--- config.mk ---
export PLATFORM = sky130hd
export DESIGN_NAME = keyboard_direction
export DESIGN_NICKNAME = d
export VERILOG_FILES = /design/src/rtl/keyboard_direction.sv
export SDC_FILE = /design/constraint.sdc
export NUM_CORES = 1
export LEC_CHECK = 0
export ABC_AREA = 1
export BUFFER_PORTS_ARGS = -buffer_cell sky130_fd_sc_hd__buf_2
export CAP_MARGIN = 20
export CORE_MARGIN = 2
export CORE_UTILIZATION = 48
export DETAILED_ROUTE_END_ITERATION = 8
export GPL_ROUTABILITY_DRIVEN = 1
export SETUP_SLACK_MARGIN = 0.3
export SYNTH_ARGS = -nofsm -noshare
export SYNTH_HDL_FRONTEND = slang
export SYNTH_SLANG_ARGS = --single-unit
--- constraint.sdc ---
create_clock -name clock -period 3 [get_ports clock]
set_input_delay 0.45 -clock clock [delete_from_list [all_inputs] [get_ports clock]]
set_output_delay 0.45 -clock clock [all_outputs]
set_load 0.005 [all_outputs]
--- src/rtl/keyboard_direction.sv ---
// Keyboard direction decoder: receives PS/2 frames from a keyboard and turns
// extended arrow make/break codes into a held one-hot direction plus a move
// pulse, and the S key into a start_key level. Partial or corrupt frames are
// dropped with a one-cycle frame_error pulse.
module keyboard_direction #(
  parameter int TIMEOUT_CYCLES = 50000
) (
  input  logic       clock,
  input  logic       start,
  input  logic       PS2_CLK,
  input  logic       PS2_DAT,
  output logic [3:0] direction,
  output logic       move,
  output logic       start_key,
  output logic       frame_error
);

  localparam int TW = $clog2(TIMEOUT_CYCLES + 1);

  typedef enum logic [1:0] {IDLE, DATA, PARITY, STOP} rx_state_t;

  rx_state_t      state, state_next;
  logic           ps2_clk_meta, ps2_clk_sync, ps2_clk_prev;
  logic           ps2_dat_meta, ps2_dat_sync;
  logic           ps2_fall;
  logic [TW-1:0]  timeout_cnt;
  logic           timeout_hit;
  logic [2:0]     bit_cnt;
  logic [7:0]     shift_reg;
  logic           parity_bit;
  logic           frame_ok, frame_bad, frame_timeout;
  logic           byte_valid;
  logic [7:0]     byte_data;
  logic           ext, brk;
  logic [3:0]     arrow_code;

  // Two-flop synchronizers, preset to the idle-high bus level so leaving reset never looks like a clock edge
  always_ff @(posedge clock) begin
    if (start) begin
      ps2_clk_meta <= 1'b1;
      ps2_clk_sync <= 1'b1;
      ps2_clk_prev <= 1'b1;
      ps2_dat_meta <= 1'b1;
      ps2_dat_sync <= 1'b1;
    end else begin
      ps2_clk_meta <= PS2_CLK;
      ps2_clk_sync <= ps2_clk_meta;
      ps2_clk_prev <= ps2_clk_sync;
      ps2_dat_meta <= PS2_DAT;
      ps2_dat_sync <= ps2_dat_meta;
    end
  end

  assign ps2_fall    = ps2_clk_prev & ~ps2_clk_sync;
  assign timeout_hit = (state != IDLE) && !ps2_fall &&
                       (timeout_cnt == TW'(TIMEOUT_CYCLES - 1));

  // Watchdog counting quiet cycles inside a frame; any keyboard clock edge or idling restarts it
  always_ff @(posedge clock) begin
    if (start || state == IDLE || ps2_fall || timeout_hit) begin
      timeout_cnt <= '0;
    end else begin
      timeout_cnt <= timeout_cnt + TW'(1);
    end
  end

  // Receiver state register
  always_ff @(posedge clock) begin
    if (start) begin
      state <= IDLE;
    end else begin
      state <= state_next;
    end
  end

  // Receiver next-state logic with frame accept/reject decisions made on the stop-bit edge
  always_comb begin
    state_next    = state;
    frame_ok      = 1'b0;
    frame_bad     = 1'b0;
    frame_timeout = 1'b0;
    case (state)
      IDLE: begin
        if (ps2_fall && !ps2_dat_sync) begin
          state_next = DATA;
        end
      end
      DATA: begin
        if (ps2_fall && bit_cnt == 3'd7) begin
          state_next = PARITY;
        end
      end
      PARITY: begin
        if (ps2_fall) begin
          state_next = STOP;
        end
      end
      STOP: begin
        if (ps2_fall) begin
          state_next = IDLE;
          if (ps2_dat_sync && (^{shift_reg, parity_bit})) begin
            frame_ok = 1'b1;
          end else begin
            frame_bad = 1'b1;
          end
        end
      end
      default: state_next = IDLE;
    endcase
    if (timeout_hit) begin
      state_next    = IDLE;
      frame_timeout = 1'b1;
    end
  end

  // Shift data bits in LSB first and capture the parity bit
  always_ff @(posedge clock) begin
    if (start) begin
      bit_cnt    <= '0;
      shift_reg  <= '0;
      parity_bit <= 1'b0;
    end else begin
      if (state == IDLE) begin
        bit_cnt <= '0;
      end
      if (ps2_fall && state == DATA) begin
        shift_reg <= {ps2_dat_sync, shift_reg[7:1]};
        bit_cnt   <= bit_cnt + 3'd1;
      end
      if (ps2_fall && state == PARITY) begin
        parity_bit <= ps2_dat_sync;
      end
    end
  end

  // Hand a checked byte to the decoder one cycle after the stop edge, or flag the discard
  always_ff @(posedge clock) begin
    if (start) begin
      byte_valid  <= 1'b0;
      byte_data   <= '0;
      frame_error <= 1'b0;
    end else begin
      byte_valid  <= frame_ok;
      byte_data   <= shift_reg;
      frame_error <= frame_bad | frame_timeout;
    end
  end

  // Map arrow scan codes to their one-hot direction (zero when not an arrow)
  always_comb begin
    arrow_code = 4'b0000;
    case (byte_data)
      8'h75:   arrow_code = 4'b1000;
      8'h72:   arrow_code = 4'b0100;
      8'h6B:   arrow_code = 4'b0010;
      8'h74:   arrow_code = 4'b0001;
      default: arrow_code = 4'b0000;
    endcase
  end

  // Scan-code decoder: prefix bytes set flags, code bytes act on them and clear them
  always_ff @(posedge clock) begin
    if (start) begin
      ext       <= 1'b0;
      brk       <= 1'b0;
      direction <= 4'b0000;
      move      <= 1'b0;
      start_key <= 1'b0;
    end else begin
      move <= 1'b0;
      if (byte_valid) begin
        if (byte_data == 8'hE0) begin
          ext <= 1'b1;
        end else if (byte_data == 8'hF0) begin
          brk <= 1'b1;
        end else begin
          ext <= 1'b0;
          brk <= 1'b0;
          if (ext && arrow_code != 4'b0000) begin
            if (!brk) begin
              direction <= arrow_code;
              move      <= 1'b1;
            end else if (direction == arrow_code) begin
              direction <= 4'b0000;
            end
          end else if (!ext && byte_data == 8'h1B) begin
            start_key <= !brk;
          end
        end
      end
    end
  end

endmodule

==> Word-level counts from Yosys, hierarchy flattened <==
Cells that the tools add are included.
{ "word_totals": {"input_bits": 4, "regBits": 53, "output_inout_bits": 7} }
{ "classes": {"add_sub_neg": 2, "eq_ne": 19, "bitwise_logic": 9, "muxes": 19, "reduce_logical": 29} }
{ "ops": {"columns": ["cell", "n"], "rows": [
  ["$eq A8 B7 Y1 const B", 4],
  ["$add A16 B1 Y16 const B", 1],
  ["$eq A16 B16 Y1 const B", 1],
  ["$eq A8 B8 Y1 const B", 2],
  ["$pmux W4 S4", 1],
  ["$reduce_and A5 Y1", 2],
  ["$logic_and A1 B1 Y1", 9],
  ["$mux W1", 9],
  ["$reduce_xor A9 Y1", 1],
  ["$eq A8 B5 Y1 const B", 1],
  ["$mux W2", 4],
  ["$mux W4", 2],
  ["$ne A2 B2 Y1 const B", 4],
  ["$pmux W2 S4", 1],
  ["$not A1 Y1", 7],
  ["$mux W3", 2],
  ["$reduce_or A5 Y1", 1],
  ["$eq A2 B2 Y1 const B", 2],
  ["$eq A4 B4 Y1", 1],
  ["$logic_not A1 Y1", 4],
  ["$ne A2 B1 Y1 const B", 2],
  ["$reduce_and A2 Y1", 2],
  ["$reduce_and A4 Y1", 1],
  ["$reduce_bool A2 Y1", 2],
  ["10 further kinds", 12]
]} }

==> Logic depth before layout (Yosys ltp) <==
Gate-level depths: netlist of run 1.
{ "logic_depth": {"ltp_word": 7, "depth_mapped": 12} }

==> Worst setup path after synthesis of run 1 <==
OpenSTA, ideal clock, no wires.
{ "synth_path": {"path_kind": "flip-flop to flip-flop", "from": "register state[1]", "to": "register bit_cnt[1]", "n_path_buf": 1, "stages_incl_launch_ff": 9, "t_required_ns": 2.868, "path_slack_ns": 1.607, "arrival_ns": 1.261, "path_cell_list": "dfxtp_1 inv_1 ha_1 inv_1 nor2_1 clkinv_1 buf_2 nand3_1 a21oi_1"} }
{ "synth_between": {"elab_chain_len": 3, "word_cells_on_any_way": 5} }
{ "synth_lines": {"columns": ["item", "line_no", "text"], "rows": [
  ["from (decl)", "22", "rx_state_t state, state_next;"],
  ["from (signal assigned)", "72", "state <= state_next;"],
  ["$eq A2 B1 Y1", "126", "if (ps2_fall && state == DATA) begin"],
  ["$logic_and A1 B1 Y1", "126", null],
  ["$mux W3 or $reduce_bool A2 Y1 (tied branches)", null, null],
  ["to (signal assigned)", "128", "bit_cnt <= bit_cnt + 3'd1;"],
  ["to (decl)", "28", "logic [2:0] bit_cnt;"]
]} }
Several ways; a longest one is shown, not always the timed one.
A chain may end at the register's enable or synchronous reset.

==> Final worst setup path of run 1 <==
{ "layout_path": {"from": "register state[1]", "to": "register shift_reg[6]"} }
{ "layout_between": {"elab_chain_len": 2} }
{ "layout_lines": {"columns": ["item", "line_no", "text"], "rows": [
  ["$eq A2 B1 Y1", "126", null],
  ["$logic_and A1 B1 Y1", "126", null],
  ["to (signal assigned)", "127", "shift_reg <= {ps2_dat_sync, shift_reg[7:1]};"],
  ["to (decl)", "29", "logic [7:0] shift_reg;"]
]} }
Every way passes these cells.

==> out/qor.csv, run 1 <==
metric,value,unit
status,"finished, final reports clean",
layout_common_cells,"nand2_1, dfxtp_1, inv_1, nor2_1, a21oi_1",
synth-seq-area-share,42.4,%
synthMuxAreaShare,0,%
clock_path_buffers,2,
grt-busiest-layer,met2,
syn_nets,363,
gp_congestion,0.789,
crit_arrival,1.99,ns
drtPass1Iterations,4,
post-route-period-util,59.6,%
avgSynthCellArea,7.12,sq um
postCtsSetupBuffers,0,
port_buffers,10,
dp.cells,427,
ctsResizeCount,0,
nets,375,
fin_util,53.6,%
clkSlewWorstSetupHoldPaths,0.10,ns
drv_slew,0,
synth_top_family_by_area,simple AND/OR/NAND/NOR gates,
synthAdderAreaFrac,3.50,%
synthCells,352,
routed_wl,4.42,mm
num_vias,2043,
ctsHoldBuffers,0,
antenna_found_initial,0,
p_per_area,463,nW/um^2
place_hpwl,3.40,mm
finalSetupViolCount,0,
final_common_cell,nand2_1,
gr-usage-all-layers,16.2,%
viasPerCell,4.70,
numClockSinks,53,
die_x,76.2,um
cts_root_buf,clkbuf_8,
met1_usage,21.0,%
period_needed,1.79,ns
antennaDiodeCount,0,
maxCapViolCount,0,
io_pins,11,
finClkSkew,0.0122,ns
hold_viol_final,0,
layout-drive-gt1-share,9.86,%
tritoncts,done,
routedWlPerCell,10.2,um
maxSlewHeadroom,72.2,%
drtAntennaViolNets,0,
grt_max_degree,21,
met3_usage,4.03,%
row_count,26,
p_total,1.26,mW
min_path_type,input port to flop,
fin_area,2720,sq um
instances_no_fill,435,
path_class,flop to flop,
die_y,76.2,um
grt_pass1_wl,7.71,mm
dr.first_iter.drc_count,73,
rsz0062_at_grt,no,
yosys.area_share.simple,34.1,%
worstPathMaxFanout,19,
start_util,49.4,%
syn_area,2500,sq um
htree_levels,2,
vdd_drop_max,0.000324,V
largest_reg_flops,16,
ys_ff_latch,53,
die_area,5810,sq um
synth_xor_area_share,3.50,%
worst_pin_slew,0.415,ns
fmax,559,MHz
ys.warnings.count,0,
clock_latency,0.31,ns
syn_to_final_growth,8.54,%
p_leak,1.12,nW
placed_cell_area,2620,sq um
drc,0,
use_met2,26.3,%
fin_setup_tns,0,ns
cp-start-kind,flop,
cts_buffers,5,
cp.required,3.20,ns
overflow,0,
coreArea,5070,sq um
synth_compound_area_share,7.49,%
ys_types,29,
fillers,503,
cp-end-kind,flop,
grt_pass1_vias,1834,
==> metrics by stage <==
stage | hold WS (ns) | worst slack [ns]
5_1_grt | 0.297 | 1.02
3_5_place_dp | 0.395 | 1.25
2_1_floorplan | 0.389 | 1.61
4_1_cts | 0.305 | 1.23
3_3_place_gp | 0.392 | 1.28
6_report | 0.313 | 1.21
==> synth_stat cells (all sizes together) <==
master / n / share of area (%)
o21ai: 15 / 3.0
and2: 1 / 0.25
nand4: 6 / 1.5
nand3b: 2 / 0.75
xnor2: 2 / 0.70
nor3: 9 / 2.7
nor2: 49 / 8.1
dfxtp: 53 / 42
or2: 5 / 1.2
xor2: 8 / 2.8
ha: 7 / 3.5
clkbuf: 3 / 0.45
buf: 2 / 0.50
o31ai: 1 / 0.30
nand2: 89 / 14
nor4: 6 / 1.5
inv: 53 / 7.9
a21oi: 21 / 4.2
clkinv: 1 / 0.15
nand3: 19 / 4.4
==> area by class of cell <==
| type | count | area [sq um] | area share, % |
|---|---|---|---|
| inverters | 54 | 203 | 7.46 |
| well taps | 70 | 87.6 | 3.22 |
| clock buffers | 6 | 82.6 | 3.04 |
| flip-flops and latches | 53 | 1060 | 39.0 |
| clock inverters | 2 | 17.5 | 0.644 |
| multi-input cells | 240 | 1220 | 44.8 |
| repair buffers | 10 | 50.0 | 1.84 |
==> critical path, cell delays in order (launching register included) <==
cell and delay, ns:
dfxtp_1 0.35, inv_1 0.08, ha_1 0.16, inv_1 0.05, nor2_1 0.23, clkinv_1 0.42, o21ai_0 0.33, a21oi_1 0.06
==> path summary, 6_finish.rpt <==
check / slack [ns] / endpoint / startpoint / depth (start not counted)
min reg2reg: 0.42 / ps2_dat_sync / ps2_dat_meta / 1
max reg2reg: 1.21 / shift_reg[6] / state[1] / 7
min: 0.31 / ps2_clk_meta / PS2_CLK / 2
max: 1.21 / shift_reg[6] / state[1] / 7
==> layer usage <==
layer,up-vias,share of wire (%)
met5,-,0
met4,0,1.2
met3,4,2.5
met2,20,44
met1,885,52
li1,1134,-
==> where the power goes <==
part	internal, mW	leakage (nW)	switching [mW]	total (mW)
Combinational	0.0320	0.640	0.0607	0.0927
Clock	0.192	0.0518	0.246	0.438
Sequential	0.716	0.428	0.0106	0.727
Total	0.941	1.12	0.317	1.26
==> logic make-up (layout without fill, tap and decap cells) <==
kind of cell	count (synthesis)	in the layout
AO/OA/AOI/OAI	37	37
adder cells (fa/ha/maj)	7	7
AND/OR/NAND/NOR	186	186
buffers and inverters	59	72
flip-flops	53	53
XOR/XNOR	10	10
Power figures use the tool's default switching activity.
==> inputs of run 2 (changes only) <==
clock period = 1.85 ns   (was 3 ns; I/O delays follow)
==> run 2 against run 1 <==
Largest power group unchanged. Cell count grew 1.1%. Design area grew 4.9%. Combinational power is 80% higher. Worst setup slack got worse by 0.84 ns. Maximum frequency is 21% higher. First-iteration DRC count rose by 78%. Critical path depth did not move. Clock skew is 0.0064 ns lower. Global-route usage up 0.75 points. Die area unchanged. Largest cell class unchanged.
==> out/qor.csv, run 2 (synthesis gave the netlist of run 1 again) <==
metric,value,unit
maxCapViolCount,0,
p_switching,0.501,mW
clkSlewWorstSetupHoldPaths,0.09,ns
row_count,26,
final_common_cell,nand2_1,
path_class,flop to flop,
clock_path_buffers,2,
vdd_drop_max,0.000327,V
overflow,0,
worst_pin_slew,0.355,ns
post-route-period-util,80.0,%
drv_slew,0,
antenna_found_initial,0,
seqPwrFrac,55.5,%
worstPathMaxFanout,4,
power_frac_comb,7.9,%
numClockSinks,53,
nets,381,
fin_ws,0.370,ns
fin_setup_tns,0,ns
die_y,76.2,um
grt_max_degree,20,
finalSetupViolCount,0,
cts_root_buf,clkbuf_8,
fillers,502,
fmax,676,MHz
cts_buffers,5,
status,"finished, final reports clean",
period_needed,1.48,ns
coreArea,5070,sq um
num_vias,2118,
port_buffers,10,
dp.cells,430,
io_pins,11,
gr-usage-all-layers,16.9,%
grt_pass1_vias,1946,
hold_viol_final,0,
start_util,49.4,%
viasPerCell,4.81,
drtAntennaViolNets,0,
p_per_area,746,nW/um^2
grt_pass1_wl,8.16,mm
htree_levels,2,
fin_area,2850,sq um
instances_no_fill,440,
maxSlewHeadroom,76.1,%
p_total,2.13,mW
placed_cell_area,2640,sq um
cellInternalPower,1.63,mW
clkPwrFrac,36.6,%
tritoncts,done,
cp-end-kind,flop,
fin_hold_ws,0.150,ns
crit_arrival,1.68,ns
layout-drive-gt1-share,16.2,%
antennaDiodeCount,0,
place_hpwl,3.40,mm
drtPass1Iterations,4,
swShare,23.5,%
min_path_type,input port to flop,
clock_latency,0.30,ns
dp_slack,0.239,ns
layout_common_cells,"nand2_1, inv_1, dfxtp_1, nor2_1, a21oi_1",
dr.first_iter.drc_count,130,
cp-start-kind,flop,
fin_util,56.2,%
die_area,5810,sq um
rsz0062_at_grt,yes,
gp_congestion,0.803,
finClkSkew,0.00584,ns
drc,0,
largest_reg_flops,16,
syn_to_final_growth,13.9,%
die_x,76.2,um
cp.required,2.04,ns
routed_wl,4.59,mm
p_leak,1.17,nW
ctsHoldBuffers,0,
routedWlPerCell,10.4,um
run 2: cell types whose count changed in the layout (fill, tap and decap cells not counted), moves of 3 or more:
| cell | delta |
|---|---|
| o21ai_1 | +3 |
| dfxtp_2 | +3 |
| nand2_1 | -5 |
| o21ai_0 | -3 |
| nand2_2 | +5 |
| dfxtp_1 | -4 |
| buf_4 | +6 |
| nor2_2 | +6 |
| nor2_1 | -7 |
run 2: power by group through the flow:
stage	combinational (mW)	sequential (mW)	clock, mW
2_1_floorplan	0.126	1.20	0
3_3_place_gp	0.156	1.20	0
3_5_place_dp	0.155	1.21	0
4_1_cts	0.160	1.18	0.808
5_1_grt	0.192	1.18	0.861
6_report	0.167	1.18	0.778
run 2: repair_timing:
action | 4_1_cts | 5_1_grt
resized for setup | 1 | 26
pin swaps | 0 | 6
setup buffers | 0 | 3
setup endpoints to repair | 16 | 21
run 2: area by class of cell:
type	count	area [sq um]	share of cell area, %
multi-input cells	240	1290	45.3
flip-flops and latches	53	1070	37.5
clock buffers	5	68.8	2.41
repair buffers	16	95.1	3.33
clock inverters	2	38.8	1.36
inverters	54	203	7.11
well taps	70	87.6	3.07
run 2: path summary, 6_finish.rpt:
kind / from / cells past startpoint / to / slack (ns)
worst max-delay path: timeout_cnt[0] / 7 / timeout_cnt[10] / 0.37
worst min-delay path: PS2_CLK / 2 / ps2_clk_meta / 0.15
worst max register to register: timeout_cnt[0] / 7 / timeout_cnt[10] / 0.37
worst min register to register: ps2_clk_meta / 1 / ps2_clk_sync / 0.42
run 2: worst max-delay path: stages (launching register included):
cell	delay [ns]
dfxtp_4	0.38
ha_4	0.15
nand3_4	0.09
nor3_4	0.27
nand3_2	0.14
nor2_2	0.14
xor2_1	0.15
nor2_1	0.06
run 2: per-layer routing:
layer | up-vias | global-route usage [%] | wire, um
li1 | 1137 | - | -
met1 | 941 | 21.3 | 2300
met2 | 35 | 29.0 | 2080
met3 | 5 | 3.91 | 160
met4 | 0 | 4.91 | 54
met5 | - | 0 | 0
==> inputs of run 3 (changes only) <==
PLACE_DENSITY = 0.67   (was not set)
clock period = 1.3 ns   (was 1.85 ns; I/O delays follow)
==> run 3 against run 2 <==
The run now ends with negative setup slack left. Critical path type unchanged. Largest power group unchanged. Clock skew is 0.0032 ns higher. Global-route usage is 3.0 points higher. Maximum frequency is 11% higher. Sequential power is 43% higher. Non-clock buffer count is 42 higher.
==> out/qor.csv, run 3 (synthesis gave the netlist of run 1 again) <==
metric,value,unit
cts_buffers,5,
io_pins,11,
largest_reg_flops,16,
status,"complete, but fails checks",
multi_input_area,1740,sq um
fin_setup_tns,-0.249,ns
cp.required,1.50,ns
hold_viol_final,0,
fin_area,3790,sq um
numClockSinks,53,
p_per_area,826,nW/um^2
layout-drive-gt1-share,53.7,%
placed_cell_area,2960,sq um
nets,427,
place_hpwl,3.52,mm
path_class,flop to flop,
tritoncts,done,
drtPass1Iterations,4,
start_util,49.4,%
row_count,26,
swShare,26.8,%
worstPathMaxFanout,4,
grt_pass1_vias,2153,
fmax,749,MHz
clkSlewWorstSetupHoldPaths,0.10,ns
port_buffers,10,
ctsHoldBuffers,0,
overflow,0,
cts_root_buf,clkbuf_8,
p_switching,0.840,mW
clkPwrFrac,31.1,%
violations,negative setup slack,
die_y,76.2,um
drtAntennaViolNets,0,
die_area,5810,sq um
grt_pass1_wl,9.47,mm
antennaDiodeCount,0,
clock_path_buffers,2,
clock_latency,0.30,ns
min_path_type,input port to flop,
fin_util,74.7,%
grt_max_degree,20,
gp_congestion,0.893,
drc,0,
crit_arrival,1.53,ns
dp_slack,-0.0557,ns
maxCapViolCount,0,
dr.first_iter.drc_count,147,
layout_common_cells,"nand2_1, inv_1, buf_4, nor2_1, dfxtp_2",
finClkSkew,0.00905,ns
period_needed,1.34,ns
worst_pin_slew,0.460,ns
viasPerCell,4.90,
p_leak,1.54,nW
routed_wl,6.23,mm
fillers,345,
num_vias,2387,
htree_levels,2,
cp-start-kind,flop,
fin_ws,-0.0356,ns
reg2reg_setup_slack,-0.04,ns
syn_to_final_growth,51.4,%
gr-usage-all-layers,19.9,%
cp-end-kind,flop,
post-route-period-util,103,%
power_frac_comb,14.9,%
final_common_cell,nand2_1,
routedWlPerCell,12.8,um
die_x,76.2,um
cellInternalPower,2.29,mW
seqPwrFrac,54.0,%
antenna_found_initial,0,
finalSetupViolCount,11,
maxSlewHeadroom,69.3,%
vdd_drop_max,0.000680,V
p_total,3.13,mW
coreArea,5070,sq um
drv_slew,0,
rsz0062_at_grt,yes,
regArea,1120,sq um
[run 3: cell count changes in the layout (fill, tap and decap cells not counted), moves of 13 or more]
cell and delta:
nand2_2 +13, inv_1 -16, dfxtp_1 -28, a21oi_1 -17, a21oi_2 +17, nand2_1 -18
buf_4 +28, dfxtp_2 +22
[run 3: final timing paths]
check	from	endpoint	cells past startpoint
max	state[1]	bit_cnt[2]	9
max reg2reg	state[1]	bit_cnt[2]	9
min reg2reg	ps2_clk_meta	ps2_clk_sync	1
min	PS2_CLK	ps2_clk_meta	2
[run 3: power groups by stage]
stage                     clock (mW)  combinational [mW]  sequential [mW]
after floorplan                    0               0.244             1.72
after global placement             0               0.310             1.72
after detailed placement           0               0.309             1.72
after CTS                      0.996               0.391             1.69
after global routing            1.06               0.517             1.70
final                          0.973               0.466             1.69
[run 3: stage by stage]
stage,instances,hold WS (ns)
floorplan,352,0.299
finish,487,0.0733
CTS,478,0.0671
detailed placement,450,0.382
global route,487,0.0679
global placement,450,0.380
[run 3: worst max-delay path: stages, from the launching register on]
cell and delay, ns:
dfxtp_4 0.38, inv_4 0.07, ha_4 0.15, inv_4 0.05
nor2_4 0.13, buf_12 0.17, buf_12 0.12, clkinv_8 0.06
nand3_2 0.05, a21oi_1 0.05
[run 3: per-layer routing]
metal  wire [um]  vias up  track usage (%)  share of wire (%)
met2        3170       32             33.9                 51
li1            -     1236                -                  -
met1        2840     1113             26.3                 46
met3         141        6             3.20                2.3
met4          76        0             5.45                1.2
met5           0        -                0                  0
[run 3: cell type report]
class	count	area share, %
Clock buffer	6	2.18
Clock inverter	2	0.363
Inverter	54	6.00
Multi-Input combinational cell	241	45.8
Sequential cell	53	29.5
Tap cell	70	2.31
Timing Repair Buffer	58	12.7
Timing Repair inverter	3	1.15
[run 3: what timing repair did]
| action | CTS | global route |
|---|---|---|
| cloned | 4 | 0 |
| setup endpoints to repair | 41 | 43 |
| setup buffers | 16 | 9 |
| pin swaps | 22 | 40 |
| resized for setup | 64 | 75 |
